==> config.mk <==
export PLATFORM = sky130hd
export DESIGN_NAME = rr_arbiter8
export DESIGN_NICKNAME = d
export VERILOG_FILES = /design/src/rtl/rr_arbiter8.sv
export SDC_FILE = /design/constraint.sdc
export NUM_CORES = 1
export LEC_CHECK = 0
export ABC_AREA = 1
export CORE_MARGIN = 2
export CORE_UTILIZATION = 50
export CTS_CLUSTER_SIZE = 10
export DETAILED_ROUTE_END_ITERATION = 16
export PLACE_DENSITY = 0.87
export RECOVER_POWER = 100
export SYNTH_ARGS = -nofsm -noshare
export SYNTH_HDL_FRONTEND = slang
export SYNTH_SLANG_ARGS = --single-unit
==> constraint.sdc <==
create_clock -name clk -period 1.9 [get_ports clk]
set_input_delay 0.38 -clock clk [delete_from_list [all_inputs] [get_ports clk]]
set_output_delay 0.38 -clock clk [all_outputs]
set_load 0.02 [all_outputs]
==> src/rtl/rr_arbiter8.sv <==
`default_nettype none
// ============================================================================
// Module   : rr_arbiter8
// Purpose  : 8-way round-robin arbiter with a bounded grant hold time.
//            A rotating priority pointer picks the first requester at or
//            after the pointer; the grant is held until the owner signals
//            done, drops its request, or has held it for MAX_HOLD cycles.
//            Every release is followed by one idle cycle with grant=0.
// Ports    : clk         - clock, rising edge active
//            rst         - synchronous active-high reset
//            req[7:0]    - request lines, bit i = requester i
//            done        - current owner finished (ignored while idle)
//            grant[7:0]  - registered one-hot (or zero) grant
//            grant_valid - registered, high exactly when grant != 0
//            timeout     - registered one-cycle pulse after a hold-limit
//                          revocation
// Revision : 1.0 - initial release
// ============================================================================
module rr_arbiter8 #(
   parameter int MAX_HOLD = 16   // legal range 1..255
) (
   input  logic       clk,
   input  logic       rst,
   input  logic [7:0] req,
   input  logic       done,
   output logic [7:0] grant,
   output logic       grant_valid,
   output logic       timeout
);

   typedef enum logic [0:0] {
      S_IDLE  = 1'b0,
      S_GRANT = 1'b1
   } state_t;

   // Last hold-counter value of a grant; the counter starts at 0 in the
   // first grant cycle, so reaching this value means MAX_HOLD cycles held.
   localparam logic [7:0] c_hold_last = 8'(MAX_HOLD - 1);

   state_t     r_state;
   logic [2:0] r_ptr;
   logic [2:0] r_idx;
   logic [7:0] r_hold;
   logic [7:0] r_grant;
   logic       r_grant_valid;
   logic       r_timeout;

   logic [2:0] w_win_idx;
   logic       w_any_req;
   logic       w_owner_req;
   logic       w_limit;
   logic       w_release;
   logic       w_timeout;

   // Rotating priority search. The loop runs from the lowest priority
   // (ptr+7) down to the highest (ptr), so the last hit wins. The 3-bit
   // sum wraps modulo 8 on its own.
   always_comb begin
      w_win_idx = r_ptr;
      for (int k = 7; k >= 0; k--) begin
         if (req[r_ptr + 3'(k)]) begin
            w_win_idx = r_ptr + 3'(k);
         end
      end
   end

   assign w_any_req   = |req;
   assign w_owner_req = req[r_idx];
   assign w_limit     = (r_hold == c_hold_last);
   assign w_release   = done | ~w_owner_req | w_limit;
   // A timeout is reported only when the hold limit is the sole reason.
   assign w_timeout   = w_limit & ~done & w_owner_req;

   always_ff @(posedge clk) begin
      if (rst) begin
         r_state       <= S_IDLE;
         r_ptr         <= 3'd0;
         r_idx         <= 3'd0;
         r_hold        <= 8'd0;
         r_grant       <= 8'h00;
         r_grant_valid <= 1'b0;
         r_timeout     <= 1'b0;
      end else begin
         r_timeout <= 1'b0;
         case (r_state)
            S_IDLE: begin
               if (w_any_req) begin
                  r_state       <= S_GRANT;
                  r_idx         <= w_win_idx;
                  r_grant       <= 8'h01 << w_win_idx;
                  r_grant_valid <= 1'b1;
                  r_hold        <= 8'd0;
               end else begin
                  r_grant       <= 8'h00;
                  r_grant_valid <= 1'b0;
               end
            end
            S_GRANT: begin
               if (w_release) begin
                  // Returning to IDLE forces the one-cycle zero gap.
                  r_state       <= S_IDLE;
                  r_grant       <= 8'h00;
                  r_grant_valid <= 1'b0;
                  r_ptr         <= r_idx + 3'd1;
                  r_timeout     <= w_timeout;
               end else begin
                  r_hold <= r_hold + 8'd1;
               end
            end
            default: begin
               r_state       <= S_IDLE;
               r_grant       <= 8'h00;
               r_grant_valid <= 1'b0;
            end
         endcase
      end
   end

   assign grant       = r_grant;
   assign grant_valid = r_grant_valid;
   assign timeout     = r_timeout;

endmodule
`default_nettype wire

==> qor.yml, run 1 <==
status: "complete, but fails checks"
failed_checks: "setup timing"
layout-drive-gt1-share: 0.314
yosys.area.top_type: "dfxtp_1"
gr-usage-met1: 0.282
synth_cells: 285
post-route-period-util: 1.07
rr_worst_depth: 18
min_path_type: "reg -> reg"
final_area_mm2: 0.00249
gp_congestion: 0.921
hold_depth: 2
power_uw: 2680
finalSetupViolations: 12
ys_ff_latch: 25
stdcell_count: 380
synth_nets: 300
ant_nets: 0
die-area_mm2: 0.00415
fill_cells: 274
final_nets: 350
io_pins: 21
met2_usage: 0.445
initial_core_util: 0.534
multi_input_area_mm2: 0.00130
area_delta_synth_final_pct: 36.6
dp_hpwl_um: 3500
cp-end-kind: "flop"
grt_pass1_vias: 1984
final.setup.tns_ps: -1010
slew_headroom: 0.800
period_minus_slack_ps: 2030
seq_area_frac_synth: 0.274
leakagePower_uw: 0.00117
placement_rows: 21
cts_tree: "done"
die_w_um: 64.4
core_area_mm2: 0.00342
globalRoute.busiestLayer: "met2"
cts-htree-levels: 1
peakVddDrop_uv: 857
avgSynthCellArea_um2: 6.41
crit_required_ps: 2180
first_pass_iters: 4
synth_top_area_frac: 0.274
routed_wl_um: 4830
clkTransAtPathRegs_ps: 130
cts_buffers: 3
drv_slew: 0
syn-cell-area_mm2: 0.00183
antenna_found_initial: 0
cts_root_buf: "clkbuf_4"
place_area_mm2: 0.00233
dp.cells: 375
clock_sinks: 25
crit_type: "reg -> reg"
hold_ws_ps: 481
setup_slack_ps: -128
fmax_ghz: 0.493
worstMarginPinSlew_ps: 297
first_iter_violations: 126
p_per_area_mw_per_mm2: 1080
fin_skew_ps: 7.09
grt_usage: 0.246
hold_violations: 0
drc_errors: 0
synthTopCellsByArea: "dfxtp_1 (27%), nand2_1 (16%), nand3_1 (11%), a21oi_1 (6.6%), inv_1 (6.0%)"
cts_max_path_buffers: 2
grt_use_met3: 0.0330
rsz0062_at_grt: "true"
port-buffer-count: 20
critPathLaunchType: "flop"
grt_overflow: 0
wire_per_inst_um: 12.7
clk_latency_ps: 330
hold_buffers: 0
grt_max_degree: 14
max_cap_violations: 0
crit_fanout: 6
antenna_cells: 0
ys_types: 30
regArea_um2: 512
grt_pass1_wl_um: 8130
die_h_um: 64.4
num_vias: 1958
ys_warn_count: 0
routed_via_density: 5.15
cp.arrival_ps: 2310
power by group:
part	internal, uW	total [uW]	leakage [uW]	switching, uW
Clock	82.6	242	0.0000150	159
Combinational	710	1770	0.000946	1060
Sequential	599	667	0.000206	67.3
worst paths after layout:
kind | startpoint | slack [ps] | to
setup / recovery | r_ptr[0] | -130 | grant[5]
hold / removal | grant[4] | 480 | grant[4]
setup reg to reg | r_ptr[0] | -130 | grant[5]
hold reg to reg | grant[4] | 480 | grant[4]
synthesized netlist by cell type (all sizes together):
library cell	count
nand2	90
nand3	43
inv	39
nor2	27
a21oi	26
dfxtp	25
o21ai	16
buf	4
ha	4
xor2	3
nor3	2
nor4	2
clkbuf	1
o21a	1
or4	1
xnor2	1
kinds of logic (layout without fill, tap and decap cells):
logic type                 Yosys count  count (layout)  synth area share
buffers and inverters               44              93             0.103
adders and majority gates            4               4            0.0274
DFF                                 25              25             0.274
and+or+nand+nor                    165             165             0.440
AOI/OAI and AO/OA                   43              43             0.132
xor gates and xnor gates             4               4            0.0233
state kept, by name, summed over array words and instances, names as in the netlist:
register / count
grant_valid: 1
r_ptr: 3
timeout: 1
r_idx: 3
r_state: 1
grant: 8
r_hold: 8
area by class of cell:
class | instances | area share
multi-input cells | 216 | 0.523
flip-flops and latches | 25 | 0.205
repair buffers | 50 | 0.174
inverters | 39 | 0.0647
well taps | 46 | 0.0231
clock buffers | 4 | 0.0105
stage by stage:
step,worst slack [ps],utilization
after floorplan,3.10,-
after global placement,-390,0.682
after detailed placement,-420,0.682
after CTS,-82.2,0.699
after global routing,-373,0.730
final,-128,0.730
critical path: stages, from the launching register on:
cell     delay (ps)
dfxtp_4         390
inv_4            40
ha_4            330
inv_6            70
nand3_4          90
nand3_4          90
nand3_2          80
nand2_2          40
nand2_1          50
nand2_1          40
nand2_1          50
nand2_1          50
nand2_1          50
nand2_1          70
nand2_2          80
nand2_4          70
nor2_4          180
nand2_1          80
a21oi_1         110
layout by cell type, fill, tap and decap left out, types with 3 or more instances in the layout:
cell type         n
nand2_2          18
nand2_1          68
nor2_4            7
a21oi_2           7
inv_1            29
buf_4            29
inv_2             6
dfxtp_2           3
a21oi_1          19
o21ai_0           8
clkbuf_4          3
nand3_2           8
dlygate4sd2_1     6
o21ai_1           6
nand3_1          30
nor2_1           18
dfxtp_1          20
clkdlybuf4s50_1   3
nand3_4           5
nand2_4           4
dlygate4sd3_1    10
routing by layer:
layer,part of all wire,vias up
met4,0.015,0
met1,0.42,890
met5,0,-
met2,0.51,49
li1,-,1012
met3,0.052,7
timing repair:
| item | CTS | global route |
|---|---|---|
| pin swaps | 6 | 7 |
| buffers inserted | 1 | 0 |
| resized for setup | 17 | 33 |
| endpoints found under the setup margin | 17 | 17 |
| hold endpoints to repair | 0 | 0 |
No activity file was read; power rests on OpenSTA's default activity.
==> run 2: changes to the inputs <==
--- a/config.mk
+++ b/config.mk
@@ -6,6 +6,7 @@
 export NUM_CORES = 1
 export LEC_CHECK = 0
 export ABC_AREA = 1
+export CAP_MARGIN = 30
 export CORE_MARGIN = 2
 export CORE_UTILIZATION = 50
 export CTS_CLUSTER_SIZE = 10
==> results of run 2 <==
Same layout as run 1: the final DEF is identical, and so are final timing and power.
